## src/rtl/rc4_phase_ctrl.sv

```systemverilog
// Key-search sequencer for an RC4 cracker: walks keys from KEY_START to KEY_MAX,
// launching init/shuffle/decrypt phases in turn and arbitrating the shared S-memory port.
module rc4_phase_ctrl #(
    parameter logic [23:0] KEY_START = 24'h000000,
    parameter logic [23:0] KEY_MAX   = 24'h3FFFFF
) (
    input  logic        clk,
    input  logic        reset,
    input  logic        start,
    input  logic        init_fin,
    input  logic        shuffle_fin,
    input  logic        decrypt_fin,
    input  logic        decrypt_pass,
    output logic        init_start,
    output logic        shuffle_start,
    output logic        decrypt_start,
    input  logic [7:0]  init_addr,
    input  logic [7:0]  shuffle_addr,
    input  logic [7:0]  decrypt_addr,
    input  logic [7:0]  init_data,
    input  logic [7:0]  shuffle_data,
    input  logic [7:0]  decrypt_data,
    input  logic        init_wren,
    input  logic        shuffle_wren,
    input  logic        decrypt_wren,
    output logic [7:0]  s_addr,
    output logic [7:0]  s_data,
    output logic        s_wren,
    output logic [23:0] key,
    output logic        done,
    output logic        found,
    output logic        busy
);

    typedef enum logic [3:0] {
        IDLE, INIT_GO, INIT_WAIT, SHUF_GO, SHUF_WAIT, DEC_GO, DEC_WAIT, NEXT, DONE
    } state_t;

    state_t      state_q, state_d;
    logic [23:0] key_q, key_d;
    logic        pass_q, pass_d;
    logic        found_q, found_d;
    logic        init_start_q, shuffle_start_q, decrypt_start_q;
    logic        done_q, busy_q;

    always_comb begin
        state_d = state_q;
        key_d   = key_q;
        pass_d  = pass_q;
        found_d = found_q;
        case (state_q)
            IDLE: begin
                if (start) begin
                    state_d = INIT_GO;
                    key_d   = KEY_START;
                end
            end
            INIT_GO:   state_d = INIT_WAIT;
            INIT_WAIT: if (init_fin) state_d = SHUF_GO;
            SHUF_GO:   state_d = SHUF_WAIT;
            SHUF_WAIT: if (shuffle_fin) state_d = DEC_GO;
            DEC_GO:    state_d = DEC_WAIT;
            DEC_WAIT: begin
                if (decrypt_fin) begin
                    state_d = NEXT;
                    pass_d  = decrypt_pass;
                end
            end
            NEXT: begin
                pass_d = 1'b0;
                if (pass_q) begin
                    state_d = DONE;
                    found_d = 1'b1;
                end else if (key_q == KEY_MAX) begin
                    // Exhausted: hold the last key rather than wrapping.
                    state_d = DONE;
                    found_d = 1'b0;
                end else begin
                    state_d = INIT_GO;
                    key_d   = key_q + 24'd1;
                end
            end
            DONE: begin
                if (start) begin
                    state_d = INIT_GO;
                    key_d   = KEY_START;
                    found_d = 1'b0;
                end
            end
            default: state_d = IDLE;
        endcase
    end

    // Status outputs are registered from the next state so they line up with state_q.
    always_ff @(posedge clk) begin
        if (!reset) begin
            state_q         <= IDLE;
            key_q           <= KEY_START;
            pass_q          <= 1'b0;
            found_q         <= 1'b0;
            init_start_q    <= 1'b0;
            shuffle_start_q <= 1'b0;
            decrypt_start_q <= 1'b0;
            done_q          <= 1'b0;
            busy_q          <= 1'b0;
        end else begin
            state_q         <= state_d;
            key_q           <= key_d;
            pass_q          <= pass_d;
            found_q         <= found_d;
            init_start_q    <= (state_d == INIT_GO);
            shuffle_start_q <= (state_d == SHUF_GO);
            decrypt_start_q <= (state_d == DEC_GO);
            done_q          <= (state_d == DONE);
            busy_q          <= (state_d != IDLE) && (state_d != DONE);
        end
    end

    always_comb begin
        s_addr = 8'h00;
        s_data = 8'h00;
        s_wren = 1'b0;
        case (state_q)
            INIT_GO, INIT_WAIT: begin
                s_addr = init_addr;
                s_data = init_data;
                s_wren = init_wren;
            end
            SHUF_GO, SHUF_WAIT: begin
                s_addr = shuffle_addr;
                s_data = shuffle_data;
                s_wren = shuffle_wren;
            end
            DEC_GO, DEC_WAIT: begin
                s_addr = decrypt_addr;
                s_data = decrypt_data;
                s_wren = decrypt_wren;
            end
            default: ;
        endcase
        // Keep the memory quiet while reset is held, whatever state_q still says.
        if (!reset) begin
            s_addr = 8'h00;
            s_data = 8'h00;
            s_wren = 1'b0;
        end
    end

    assign init_start    = init_start_q;
    assign shuffle_start = shuffle_start_q;
    assign decrypt_start = decrypt_start_q;
    assign key           = key_q;
    assign done          = done_q;
    assign found         = found_q;
    assign busy          = busy_q;

endmodule

```

## config.mk

```make
export PLATFORM = sky130hd
export DESIGN_NAME = rc4_phase_ctrl
export DESIGN_NICKNAME = d
export VERILOG_FILES = /design/src/rtl/rc4_phase_ctrl.sv
export SDC_FILE = /design/constraint.sdc
export NUM_CORES = 1
export LEC_CHECK = 0
export CAP_MARGIN = 20
export CORE_ASPECT_RATIO = 0.7
export CORE_MARGIN = 2
export CORE_UTILIZATION = 43
export CTS_CLUSTER_SIZE = 25
export DETAILED_ROUTE_END_ITERATION = 7
export PLACE_DENSITY = 0.85
export RECOVER_POWER = 50
export SLEW_MARGIN = 20
export SYNTH_ARGS = -nofsm -noshare
export SYNTH_HDL_FRONTEND = slang
export SYNTH_SLANG_ARGS = --single-unit
```

## constraint.sdc

```tcl
create_clock -name clk -period 7 [get_ports clk]
set_input_delay 1.4 -clock clk [delete_from_list [all_inputs] [get_ports clk]]
set_output_delay 1.4 -clock clk [all_outputs]
set_load 0.005 [all_outputs]
```

# Yosys cells after proc, flatten, opt, wreduce, memory -nomap -nowiden

Index checks and enable logic that the tools add are counted.

Register bits after elaboration: 35
Output and inout port bits: 47

Add/sub/neg operators: 1
Equal/unequal tests: 20
Mux-type cells: 23
Reductions and logical operators: 13

Operator list:

| cell                                                                    | count |
|---|---|
| 24-bit two-way mux                                                      | 3 |
| 24-bit case mux with 2 select lines                                     | 1 |
| 8-bit case mux with 3 select lines                                      | 2 |
| 4-bit case mux with 8 select lines                                      | 1 |
| 24-bit by 1-bit adder with 24-bit output, second input constant         | 1 |
| 24-bit by 22-bit equality test with 1-bit output, second input constant | 1 |
| 4-bit two-way mux                                                       | 6 |
| 4-bit by 3-bit equality test with 1-bit output, second input constant   | 5 |
| 8-bit two-way mux                                                       | 2 |
| 4-bit by 2-bit equality test with 1-bit output, second input constant   | 3 |
| 4-bit by 1-bit equality test with 1-bit output, second input constant   | 2 |
| 4-bit equality test, second input constant                              | 2 |
| 2-bit inequality test, second input constant                            | 4 |
| 2-bit OR reduction                                                      | 4 |
| 2-bit nonzero test                                                      | 3 |
| 1-bit two-way mux                                                       | 5 |
| 4-bit logical NOT                                                       | 1 |
| 4-bit inequality test, second input constant                            | 1 |
| 1-bit case mux with 2 select lines                                      | 2 |
| 4-bit AND reduction                                                     | 1 |
| 4-bit nonzero test                                                      | 1 |
| 3-bit inequality test, second input constant                            | 1 |
| 1-bit case mux with 3 select lines                                      | 1 |
| 3-bit AND reduction                                                     | 1 |
| other kinds (3)                                                         | 3 |

# Logic depth before layout (Yosys ltp)

Gate-level depths: netlist of run 1.

Depth after elaboration: 6
Gate-level depth with buffers: 8

# Worst setup path after synthesis of run 1

OpenSTA, ideal clock, no wires.

Path type: input-to-output
Start point: input port reset
End point: output port s_addr[0]
Arrival time: 1917 ps
Cell stages on the path: 3
Path buffers: 1
Path slack: 3683 ps
Path through: nand2_1 clkbuf_1 a21oi_1

Cells in the longest elaborated chain, start to end: 1

RTL lines:

| item              | RTL line | RTL |
|---|---|---|
| start, declared   | 8        | `input logic reset,` |
| 8-bit two-way mux | 142      | `if (!reset) begin` |
| end, declared     | 26       | `output logic [7:0] s_addr,` |

No other way between the ends.

# Final worst setup path of run 1

Start point: input port reset
End point: output port s_addr[3]

The elaborated chain is that of the path after synthesis.

==> results of run 1 <==
[critical path: cells and delay by family]
kind	cells	cell delay, ns
buffers and inverters	2	1.37
AOI/OAI and AO/OA	1	0.30
and+or+nand+nor	1	0.45
[synthesized netlist by cell type (all sizes together) (3+ instances only)]
cell type	count	area share
a22oi	17	0.061
and3	3	0.0090
and4	3	0.013
clkbuf	8	0.014
o2111ai	8	0.045
or4	5	0.018
xnor2	4	0.017
nand3	10	0.026
buf	8	0.032
or3	8	0.024
dfxtp	35	0.34
o21a	3	0.011
nor3	5	0.012
o21ai	9	0.027
nand4	5	0.028
nor2	21	0.038
xor2	9	0.038
inv	3	0.0054
a21oi	27	0.065
nand2	39	0.070
and2	4	0.012
o211ai	5	0.025
[state kept, by name, indices dropped and copies added, names as in the netlist]
signal         flops
busy               1
key               24
init_start         1
done               1
state_q            4
found              1
shuffle_start      1
pass_q             1
decrypt_start      1
[final cells by class]
type	instances	area, um2	area share
clock buffers	6	82.6	0.0256
well taps	57	71.3	0.0221
multi-input cells	201	1270	0.393
clock inverters	2	35.0	0.0109
repair buffers	106	1060	0.328
inverters	3	11.3	0.00349
flip-flops and latches	35	701	0.217
[how the worst max path moves through the flow]
| stage | start | endpoint | slack (ns) | cells after the start |
|---|---|---|---|---|
| after global placement | reset | s_addr[4] | 2.28 | 4 |
| after detailed placement | reset | s_addr[3] | 2.15 | 4 |
| after CTS | reset | s_addr[3] | 2.14 | 4 |
| after floorplan | reset | s_addr[0] | 3.68 | 3 |
| final | reset | s_addr[3] | 2.08 | 4 |
| after global routing | reset | s_addr[3] | 1.85 | 4 |
[metrics by stage]
step,util,hold slack (ns),power [mW],setup slack (ns)
6_report,0.682,0.463,0.534,2.08
5_1_grt,0.682,0.492,0.556,1.85
3_3_place_gp,0.660,0.452,0.348,2.28
2_1_floorplan,-,0.448,0.287,3.68
4_1_cts,0.684,0.466,0.537,2.14
3_5_place_dp,0.660,0.457,0.351,2.15
[cell families (layout without fill, tap and decap cells)]
logic type / after synthesis / in the layout / share of synthesized area
AOI/OAI and AO/OA: 71 / 71 / 0.241
adders and majority gates: 1 / 1 / 0.00599
DFF: 35 / 35 / 0.335
xor gates and xnor gates: 13 / 13 / 0.0545
buffers and inverters: 19 / 117 / 0.0521
and+or+nand+nor: 113 / 113 / 0.296
muxes: 3 / 3 / 0.0150
[power groups by stage]
stage          clock network (mW)  logic [mW]  registers, mW
6_report                    0.191       0.130          0.213
5_1_grt                     0.200       0.142          0.214
4_1_cts                     0.190       0.134          0.213
3_5_place_dp                    0       0.133          0.218
3_3_place_gp                    0       0.130          0.218
2_1_floorplan                   0      0.0742          0.213
[layer usage]
| metal | routed length, um | vias up | GRT usage |
|---|---|---|---|
| met1 | 2790 | 1060 | 0.324 |
| met3 | 316 | 13 | 0.0319 |
| li1 | - | 1137 | - |
| met5 | 0 | - | 0 |
| met2 | 3110 | 76 | 0.374 |
| met4 | 86 | 0 | 0.0481 |
==> reports/qor_table.md, run 1 <==
| Stage | Parameter | Reported |
|---|---|---|
| run status | Result of the run | finished, violations left |
| run status | Violations in the final reports | max-capacitance violations, max-slew violations |
| worst setup path | Largest stage delay, worst path | 0.83 ns |
| worst setup path | Critical path endpoint category | output pin |
| global route | Largest net degree at the start of global routing | 25 |
| yosys | Number of distinct library cell variants in the gate-level netlist after synthesis | 47 |
| clocking | Inserted Clock Buffers | 5 |
| layout | Net count reported at finish | 411 |
| worst setup path | Critical path type | in2out |
| floorplan | Count of pins on the block boundary | 105 |
| floorplan | Overall die area | 5440 um2 |
| placement | Final GP Congestion | 0.849 |
| layout | Filler cell count | 388 |
| layout | Most frequent standard cell in the layout excluding fill and tap cells | clkdlybuf4s50_1 |
| yosys | Most used flip-flop cell after synthesis | dfxtp_1 |
| timing | Clock period minus final worst setup slack | 4.92 ns |
| layout | Layout cells sized above 1 | 0.0595 |
| floorplan | Initial core utilization | 0.442 |
| placement | Cell total after placement | 402 |
| power and ir drop | Internal power | 0.387 mW |
| yosys | Count of mapped cells out of synthesis | 255 |
| timing | Worst clock skew on the final layout | 0.00653 ns |
| clocking | Clock sink total | 35 |
| clocking | Hold-fix buffers, CTS | 0 |
| worst setup path | Register-to-Register Setup Slack | 3.28 ns |
| job | Max-cap violation count | 1 |
| yosys | Number of warnings reported in the yosys synthesis log | 0 |
| timing | RSZ-0062 raised after global routing | false |
| drt | Number of DRC violations after detailed routing | 0 |
| timing | Actual slew at the worst max-slew pin | 2.06 ns |
| global route | Antenna violations before repair | 0 |
| yosys | Synthesized area per cell | 8.19 um2 |
| layout | Cell area after layout | 3220 um2 |
| power and ir drop | P_leak | 1.16 nW |
| worst setup path | Largest fanout of any net on the critical path | 17 |
| power and ir drop | Part of the total power dissipated in sequential elements | 0.399 |
| drt | Detailed-route wire length per cell | 15.4 um |
| yosys | Share of synthesized flip-flops with an asynchronous set or reset | 0 |
| global route | Total congestion overflow after global routing | 0 |
| layout | Antenna diodes | 0 |
| timing | Total negative slack | 0 ns |
| hold path | Min-Delay Startpoint | found$_SDFFE_PN0P_ |
| floorplan | Die outline width | 87.3 um |
| power and ir drop | Switching Power | 0.147 mW |
| yosys | Post-synth design cell area | 2090 um2 |
| drt | Detail-routed via count per cell | 5.58 |
| power and ir drop | Gate power share | 0.243 |
| drt | Total wire length after detailed routing | 6300 um |
| timing | Worst slew margin relative to its limit | -0.388 |
| hold path | Tightest Hold Check Type | reg2reg |
| clocking | Clock insertion delay at the later pin of the skew report | 0.29 ns |
| power and ir drop | Fraction of power spent switching nets | 0.276 |
| worst setup path | Cell type of the slowest stage on the worst timing path | dlygate4sd3_1 |
| yosys | Sequential share of the synthesized area | 0.335 |
| timing | Ratio of final minimum period to clock period | 0.703 |
| worst setup path | Reg-to-reg critical path endpoint | key[3]$_SDFFE_PN0P_ |
| drt | Antenna-violating nets left | 0 |
| hold path | Worst hold path depth | 2 |
| placement | Port buffer count | 104 |
| timing | Slew Viols, Final | 15 |
| layout | Top library cells by usage in the layout, fill and taps aside | 72 x clkdlybuf4s50_1, 39 x nand2_1, 35 x dfxtp_1, 32 x dlygate4sd3_1, 27 x a21oi_1 |
| floorplan | FP Rows | 21 |
| power and ir drop | Peak VDD IR | 0.000102 V |
| placement | Cell area after placement | 3120 um2 |
| clocking | Number of H-tree levels | 2 |
| clocking | Post-cts gate resize count | 0 |
| worst setup path | Reg-to-reg critical path startpoint | state_q[1]$_SDFF_PN0_ |
| floorplan | Height of the die | 62.3 um |
| clocking | CTS tree | yes |
| clocking | Number of buffers inserted to repair setup after CTS | 0 |
| timing | Setup violators final | 0 |
| global route | Global Route Usage Sum | 0.230 |
| yosys | Number of enable flip-flop cells after synthesis | 0 |
| yosys | FF+latch count, synth | 35 |
| power and ir drop | Fraction of power consumed by the clock network | 0.358 |
| clocking | Maximum buffer depth of the clock tree | 2 |
| power and ir drop | Total power per unit cell area | 166 nW/um2 |
| drt | First-pass iteration count of the detailed router | 5 |
| global route | First-pass GRT wire length | 10100 um |
| global route | Vias in the first global route | 2115 |
| placement | Placed wire-length estimate | 4930 um |
| worst setup path | Kind of start point of the critical path | input port |
| worst setup path | Worst endpoint required time | 5.60 ns |
| layout | Layout overhead on the synthesized area | 54.3% |
| layout | Final non-filler cell total | 410 |
| timing | Total count of hold-check failures in the final report | 0 |
| worst setup path | Arrival time of the worst setup path | 3.52 ns |
| worst setup path | Register-to-Register Path Depth | 5 |
| clocking | Clock transition at the registers of the reported paths | 0.07 ns |
| floorplan | Total core area | 4730 um2 |
| drt | Total via count after detailed routing | 2286 |
| hold path | Worst Hold End | found$_SDFFE_PN0P_ |
| yosys | Number of nets in the synthesized netlist | 314 |
| drt | Starting DRT DRC Count | 188 |
| worst setup path | Cell Chain, Critical Path | dlygate4sd3_1 -> nand2_1 -> a21oi_1 -> clkdlybuf4s50_1 |
| timing | Fmax | 0.203 GHz |
| clocking | Clock Tree Root | clkbuf_8 |
(Power assumes the default switching activity.)
==> run 2: changes to the inputs <==
--- a/config.mk
+++ b/config.mk
@@ -8,10 +8,10 @@
 export CAP_MARGIN = 20
 export CORE_ASPECT_RATIO = 0.7
 export CORE_MARGIN = 2
-export CORE_UTILIZATION = 43
+export CORE_UTILIZATION = 36
 export CTS_CLUSTER_SIZE = 25
 export DETAILED_ROUTE_END_ITERATION = 7
-export PLACE_DENSITY = 0.85
+export PLACE_DENSITY = 0.76
 export RECOVER_POWER = 50
 export SLEW_MARGIN = 20
 export SYNTH_ARGS = -nofsm -noshare
==> constraint.sdc (replaced) <==
create_clock -name clk -period 4.4 [get_ports clk]
set_input_delay 0.88 -clock clk [delete_from_list [all_inputs] [get_ports clk]]
set_output_delay 0.88 -clock clk [all_outputs]
set_load 0.005 [all_outputs]
==> reports/qor_table.md, run 2 (same netlist as run 1, synthesis figures left out) <==
| Stage | Parameter | Reported | Delta |
|---|---|---|---|
| layout | Net count reported at finish | 412 | +0.24% |
| drt | Antenna-violating nets left | 0 | unchanged |
| power and ir drop | Internal power | 0.599 mW | +55% |
| worst setup path | Largest fanout of any net on the critical path | 19 | +2 |
| clocking | Number of buffers inserted to repair setup after CTS | 0 | unchanged |
| timing | Slew Viols, Final | 15 | unchanged |
| drt | Detailed-route wire length per cell | 14.1 um | -8.2% |
| power and ir drop | Switching Power | 0.232 mW | +57% |
| global route | Met2 routing resource usage after global routing | 0.243 | -0.131 |
| drt | Total wire length after detailed routing | 6060 um | -3.9% |
| timing | Smallest hold slack | 0.460 ns | -0.00356 ns |
| drt | Total via count after detailed routing | 2208 | -3.4% |
| timing | Actual slew at the worst max-slew pin | 2.09 ns | +0.0282 ns |
| timing | Ratio of final minimum period to clock period | 0.865 |  |
| power and ir drop | Part of the total power dissipated in sequential elements | 0.408 | +0.009 |
| clocking | Post-cts gate resize count | 0 | unchanged |
| worst setup path | Critical path type | reg2out |  |
| worst setup path | Critical path endpoint category | output pin |  |
| hold path | Worst hold path depth | 2 | unchanged |
| floorplan | Die outline width | 95.1 um | +8.9% |
| clocking | CTS tree | yes |  |
| power and ir drop | Peak VDD IR | 0.000156 V | +53% |
| run status | Violations in the final reports | max-capacitance violations, max-slew violations |  |
| layout | Filler cell count | 479 | +23% |
| timing | Total count of hold-check failures in the final report | 0 | unchanged |
| worst setup path | Reg-to-reg critical path startpoint | state_q[2]$_SDFF_PN0_ |  |
| run status | Result of the run | finished, violations left |  |
| worst setup path | Kind of start point of the critical path | register |  |
| clocking | Number of H-tree levels | 2 | unchanged |
| power and ir drop | Fraction of power consumed by the clock network | 0.349 | -0.009 |
| drt | Detail-routed via count per cell | 5.15 | -7.7% |
| placement | Placed wire-length estimate | 4660 um | -5.5% |
| hold path | Tightest Hold Check Type | reg2reg |  |
| drt | First-pass iteration count of the detailed router | 4 | -1 |
| placement | Cell area after placement | 3150 um2 | +1.1% |
| clocking | Clock Tree Root | clkbuf_8 |  |
| floorplan | FP Rows | 23 | +9.5% |
| placement | Port buffer count | 104 | unchanged |
| global route | Largest net degree at the start of global routing | 25 | unchanged |
| timing | Clock period minus final worst setup slack | 3.80 ns |  |
| floorplan | Count of pins on the block boundary | 105 | unchanged |
| layout | Antenna diodes | 0 | unchanged |
| layout | Top library cells by usage in the layout, fill and taps aside | 73 x clkdlybuf4s50_1, 39 x nand2_1, 35 x dfxtp_1, 31 x dlygate4sd3_1, 27 x a21oi_1 |  |
| floorplan | Initial core utilization | 0.369 | -0.0732 |
| power and ir drop | Total power per unit cell area | 256 nW/um2 | +54% |
| global route | Most crowded layer after global routing | met1 |  |
| floorplan | Overall die area | 6440 um2 | +18% |
| power and ir drop | Final Power | 0.831 mW | +56% |
| global route | Global Route Usage Sum | 0.180 | -0.0499 |
| clocking | Clock sink total | 35 | unchanged |
| worst setup path | Worst endpoint required time | 3.52 ns | -2.08 ns |
| clocking | Inserted Clock Buffers | 5 | unchanged |
| layout | Cell area after layout | 3250 um2 | +0.85% |
| hold path | Min-Delay Startpoint | found$_SDFFE_PN0P_ |  |
| job | Max-cap violation count | 1 | unchanged |
| timing | Total negative slack | 0 ns | unchanged |
| hold path | Worst Hold End | found$_SDFFE_PN0P_ |  |
| worst setup path | Arrival time of the worst setup path | 2.92 ns | -0.60 ns |
| timing | RSZ-0062 raised after global routing | false |  |
| power and ir drop | Fraction of power spent switching nets | 0.279 | +0.00322 |
| worst setup path | Register-to-Register Setup Slack | 0.70 ns | -2.58 ns |
| timing | Setup violators final | 0 | unchanged |
| timing | Worst clock skew on the final layout | 0.00861 ns | +0.00209 ns |
| clocking | Clock insertion delay at the later pin of the skew report | 0.29 ns | about the same |
| global route | Vias in the first global route | 1862 | -12% |
| global route | GR Layer Usage met3 | 0.0413 | +0.00938 |
| layout | Most frequent standard cell in the layout excluding fill and tap cells | clkdlybuf4s50_1 |  |
| power and ir drop | Gate power share | 0.243 | about the same |
| global route | First-pass GRT wire length | 9050 um | -11% |
| floorplan | Total core area | 5670 um2 | +20% |
| floorplan | Height of the die | 67.7 um | +8.7% |
| drt | Number of DRC violations after detailed routing | 0 | unchanged |
| timing | Worst slew margin relative to its limit | -0.407 | -0.0190 |
| worst setup path | Reg-to-reg critical path endpoint | key[3]$_SDFFE_PN0P_ |  |
| clocking | Maximum buffer depth of the clock tree | 2 | unchanged |
| layout | Layout overhead on the synthesized area | 55.6% |  |
| clocking | Hold-fix buffers, CTS | 0 | unchanged |
| global route | Met1 layer usage reported by global route | 0.275 | -0.0489 |
| layout | Layout cells sized above 1 | 0.0621 | +0.00266 |
| timing | Fmax | 0.263 GHz |  |
| global route | Total congestion overflow after global routing | 0 | unchanged |
| global route | Antenna violations before repair | 0 | unchanged |
| layout | Flip-flop count of the largest register, all copies and words added | 24 | unchanged |
| drt | Starting DRT DRC Count | 105 | -44% |
| clocking | Clock transition at the registers of the reported paths | 0.07 ns | about the same |
| power and ir drop | P_leak | 1.16 nW | +0.33% |
| worst setup path | Register-to-Register Path Depth | 5 | unchanged |
| placement | Final GP Congestion | 0.783 | -7.8% |
-- run 2: worst max path at each step --
stage	slack [ns]	endpoint	start
3_3_place_gp	0.95	s_addr[3]	reset
2_1_floorplan	1.69	s_addr[0]	state_q[0]$_SDFF_PN0_
5_1_grt	0.36	s_data[2]	state_q[1]$_SDFF_PN0_
6_report	0.60	s_data[3]	state_q[1]$_SDFF_PN0_
3_5_place_dp	0.90	s_data[1]	reset
4_1_cts	0.90	s_data[0]	state_q[1]$_SDFF_PN0_
-- run 2: layout make-up --
type,instances,area [um2],area share
Clock buffer,5,68.8,0.0212
Sequential cell,35,701,0.215
Tap cell,75,93.8,0.0289
Inverter,3,11.3,0.00346
Clock inverter,3,43.8,0.0135
Timing Repair Buffer,107,1060,0.326
Multi-Input combinational cell,201,1270,0.392
-- run 2: power by group through the flow --
stage | registers, mW | clock network, mW | logic, mW
6_report | 0.339 | 0.290 | 0.202
5_1_grt | 0.341 | 0.311 | 0.221
4_1_cts | 0.339 | 0.297 | 0.207
3_5_place_dp | 0.347 | 0 | 0.206
3_3_place_gp | 0.346 | 0 | 0.205
2_1_floorplan | 0.339 | 0 | 0.118
-- run 2: layer usage --
| layer | share of wire | wire [um] |
|---|---|---|
| met1 | 0.49 | 2980 |
| met2 | 0.45 | 2760 |
| met3 | 0.041 | 248 |
| met4 | 0.012 | 72 |
| met5 | 0 | 0 |
-- run 2: critical path: stages (launching register included) --
cell and delay, ns:
dfxtp_1 0.52, nand2_1 0.12, or2_2 0.28, a21oi_1 0.12
clkbuf_1 0.63, a22oi_1 0.23, a21oi_1 0.20, clkdlybuf4s50_1 0.53
-- run 2: metrics by stage --
stage / instances / worst slack, ns / util
2_1_floorplan: 255 / 1.69 / -
5_1_grt: 429 / 0.360 / 0.574
3_3_place_gp: 421 / 0.953 / 0.556
3_5_place_dp: 421 / 0.898 / 0.556
6_report: 429 / 0.596 / 0.574
4_1_cts: 429 / 0.897 / 0.576
==> run 3: changes to the inputs <==
--- a/config.mk
+++ b/config.mk
@@ -6,12 +6,14 @@
 export NUM_CORES = 1
 export LEC_CHECK = 0
 export CAP_MARGIN = 20
+export CELL_PAD_IN_SITES_DETAIL_PLACEMENT = 0
+export CELL_PAD_IN_SITES_GLOBAL_PLACEMENT = 1
 export CORE_ASPECT_RATIO = 0.7
 export CORE_MARGIN = 2
-export CORE_UTILIZATION = 36
+export CORE_UTILIZATION = 25
 export CTS_CLUSTER_SIZE = 25
 export DETAILED_ROUTE_END_ITERATION = 7
-export PLACE_DENSITY = 0.76
+export PLACE_DENSITY_LB_ADDON = 0.1
 export RECOVER_POWER = 50
 export SLEW_MARGIN = 20
 export SYNTH_ARGS = -nofsm -noshare
==> reports/qor_table.md, run 3 (same netlist as run 1, synthesis figures left out) <==
| Stage | Parameter | Reported | Delta |
|---|---|---|---|
| power and ir drop | Internal power | 0.676 mW | +13% |
| clocking | Number of H-tree levels | 2 | unchanged |
| clocking | Hold-fix buffers, CTS | 0 | unchanged |
| timing | Worst slew margin relative to its limit | 0.429 | +0.837 |
| timing | Total negative slack | 0 ns | unchanged |
| layout | Top library cells by usage in the layout, fill and taps aside | 72 x clkdlybuf4s50_1, 39 x nand2_1, 35 x dfxtp_1, 32 x dlygate4sd3_1, 27 x a21oi_1 |  |
| timing | Slew Viols, Final | 0 | -15 |
| layout | Cell area after layout | 3330 um2 | +2.5% |
| floorplan | Initial core utilization | 0.262 | -0.106 |
| global route | Global Route Usage Sum | 0.148 | -0.0325 |
| timing | Total count of hold-check failures in the final report | 0 | unchanged |
| drt | Total via count after detailed routing | 2212 | +0.18% |
| drt | Number of DRC violations after detailed routing | 3 | +3 |
| timing | Actual slew at the worst max-slew pin | 0.854 ns | -1.24 ns |
| placement | Cell area after placement | 3190 um2 | +1.3% |
| placement | Final GP Congestion | 0.763 | -2.5% |
| worst setup path | Critical path type | in2out |  |
| global route | First-pass GRT wire length | 10600 um | +18% |
| timing | RSZ-0062 raised after global routing | false |  |
| floorplan | Die outline width | 113 um | +19% |
| timing | Clock period minus final worst setup slack | 3.64 ns | -0.164 ns |
| worst setup path | Largest fanout of any net on the critical path | 17 | -2 |
| clocking | Clock transition at the registers of the reported paths | 0.06 ns | about the same |
| power and ir drop | Fraction of power consumed by the clock network | 0.400 | +0.051 |
| layout | Net count reported at finish | 413 | +0.24% |
| global route | Vias in the first global route | 2118 | +14% |
| power and ir drop | Switching Power | 0.239 mW | +3.3% |
| drt | Detailed-route wire length per cell | 14.9 um | +5.3% |
| floorplan | FP Rows | 27 | +17% |
| placement | Port buffer count | 104 | unchanged |
| timing | Ratio of final minimum period to clock period | 0.827 | -0.0374 |
| floorplan | Count of pins on the block boundary | 105 | unchanged |
| clocking | Clock Tree Root | clkbuf_16 |  |
| layout | Layout cells sized above 1 | 0.0620 | -0.000175 |
| layout | Antenna diodes | 0 | unchanged |
| clocking | Number of buffers inserted to repair setup after CTS | 0 | unchanged |
| clocking | Inserted Clock Buffers | 5 | unchanged |
| clocking | Clock sink total | 35 | unchanged |
| placement | Placed wire-length estimate | 5110 um | +9.8% |
| timing | Setup violators final | 0 | unchanged |
| clocking | CTS tree | yes |  |
| layout | Final non-filler cell total | 456 | +6.3% |
| global route | Largest net degree at the start of global routing | 25 | unchanged |
| worst setup path | Critical path endpoint category | output pin |  |
| layout | Most frequent standard cell in the layout excluding fill and tap cells | clkdlybuf4s50_1 |  |
| clocking | Post-cts gate resize count | 0 | unchanged |
| placement | Cell total after placement | 448 | +6.4% |
| worst setup path | Arrival time of the worst setup path | 2.76 ns | -0.16 ns |
| floorplan | Total core area | 7970 um2 | +41% |
| worst setup path | Worst endpoint required time | 3.52 ns | about the same |
| global route | Antenna violations before repair | 0 | unchanged |
| power and ir drop | Peak VDD IR | 0.000159 V | +1.8% |
| worst setup path | Kind of start point of the critical path | input port |  |
| drt | Detail-routed via count per cell | 4.85 | -5.8% |
| floorplan | Overall die area | 9120 um2 | +42% |
| clocking | Clock insertion delay at the later pin of the skew report | 0.28 ns | about the same |
| drt | Total wire length after detailed routing | 6780 um | +12% |
| layout | Flip-flop count of the largest register, all copies and words added | 24 | unchanged |
| power and ir drop | Part of the total power dissipated in sequential elements | 0.372 | -0.036 |
| layout | Utilization after layout | 0.418 | -0.156 |
| clocking | Maximum buffer depth of the clock tree | 2 | unchanged |
| layout | Layout overhead on the synthesized area | 59.5% |  |
| drt | Starting DRT DRC Count | 114 | +8.6% |
| global route | Total congestion overflow after global routing | 0 | unchanged |
| timing | Fmax | 0.275 GHz | +4.5% |
| power and ir drop | Gate power share | 0.228 | -0.015 |
| hold path | Tightest Hold Check Type | reg2reg |  |
| power and ir drop | Fraction of power spent switching nets | 0.262 | -0.0172 |
| power and ir drop | Total power per unit cell area | 275 nW/um2 | +7.5% |
| drt | Antenna-violating nets left | 0 | unchanged |
| power and ir drop | P_leak | 1.19 nW | +2.1% |
| job | Max-cap violation count | 0 | -1 |
| timing | Worst clock skew on the final layout | 0.00502 ns | -0.00360 ns |
| run status | Violations in the final reports | design-rule violations |  |
| run status | Result of the run | finished, violations left |  |
| floorplan | Height of the die | 80.5 um | +19% |
| drt | First-pass iteration count of the detailed router | 6 | +2 |
==> run 3: final timing paths <==
check | startpoint | endpoint | slack [ns] | depth (start not counted)
max | reset | s_addr[2] | 0.76 | 5
min | found$_SDFFE_PN0P_ | found$_SDFFE_PN0P_ | 0.45 | 2
max reg2reg | key[12]$_SDFFE_PN0P_ | shuffle_start$_SDFF_PN0_ | 1.69 | 5
min reg2reg | found$_SDFFE_PN0P_ | found$_SDFFE_PN0P_ | 0.45 | 2
==> run 3: metrics by stage <==
step	setup slack, ns	power [mW]	hold WS (ns)
finish	0.760	0.915	0.451
global route	0.635	0.966	0.498
CTS	0.754	0.935	0.456
detailed placement	0.776	0.563	0.448
global placement	0.881	0.565	0.446
floorplan	1.69	0.457	0.448
==> run 3: worst max-delay path, cell delays in order <==
cell	delay [ns]
clkdlybuf4s50_1	0.45
buf_4	0.19
nand2_1	0.37
a21oi_1	0.32
clkdlybuf4s50_1	0.54
==> run 3: area by class of cell <==
| cell class | count | area (um2) |
|---|---|---|
| fillers | 802 | 4640 |
| multi-input cells | 201 | 1270 |
| repair buffers | 108 | 1070 |
| flip-flops and latches | 35 | 701 |
| clock buffers | 8 | 156 |
| well taps | 101 | 126 |
| inverters | 3 | 11.3 |
==> run 3: power groups by stage <==
| stage | clock network [mW] | logic (mW) | registers [mW] |
|---|---|---|---|
| after CTS | 0.377 | 0.218 | 0.340 |
| after floorplan | 0 | 0.118 | 0.339 |
| after global routing | 0.394 | 0.231 | 0.341 |
| after detailed placement | 0 | 0.216 | 0.347 |
| final | 0.366 | 0.209 | 0.340 |
| after global placement | 0 | 0.218 | 0.348 |
==> run 3: routing by layer <==
| layer | share of wire | routed length (um) | GRT usage | up-vias |
|---|---|---|---|---|
| met2 | 0.42 | 2860 | 0.210 | 68 |
| met3 | 0.057 | 384 | 0.0445 | 7 |
| li1 | - | - | - | 1137 |
| met5 | 0 | 0 | 0 | - |
| met1 | 0.51 | 3450 | 0.209 | 1000 |
| met4 | 0.013 | 85 | 0.0512 | 0 |
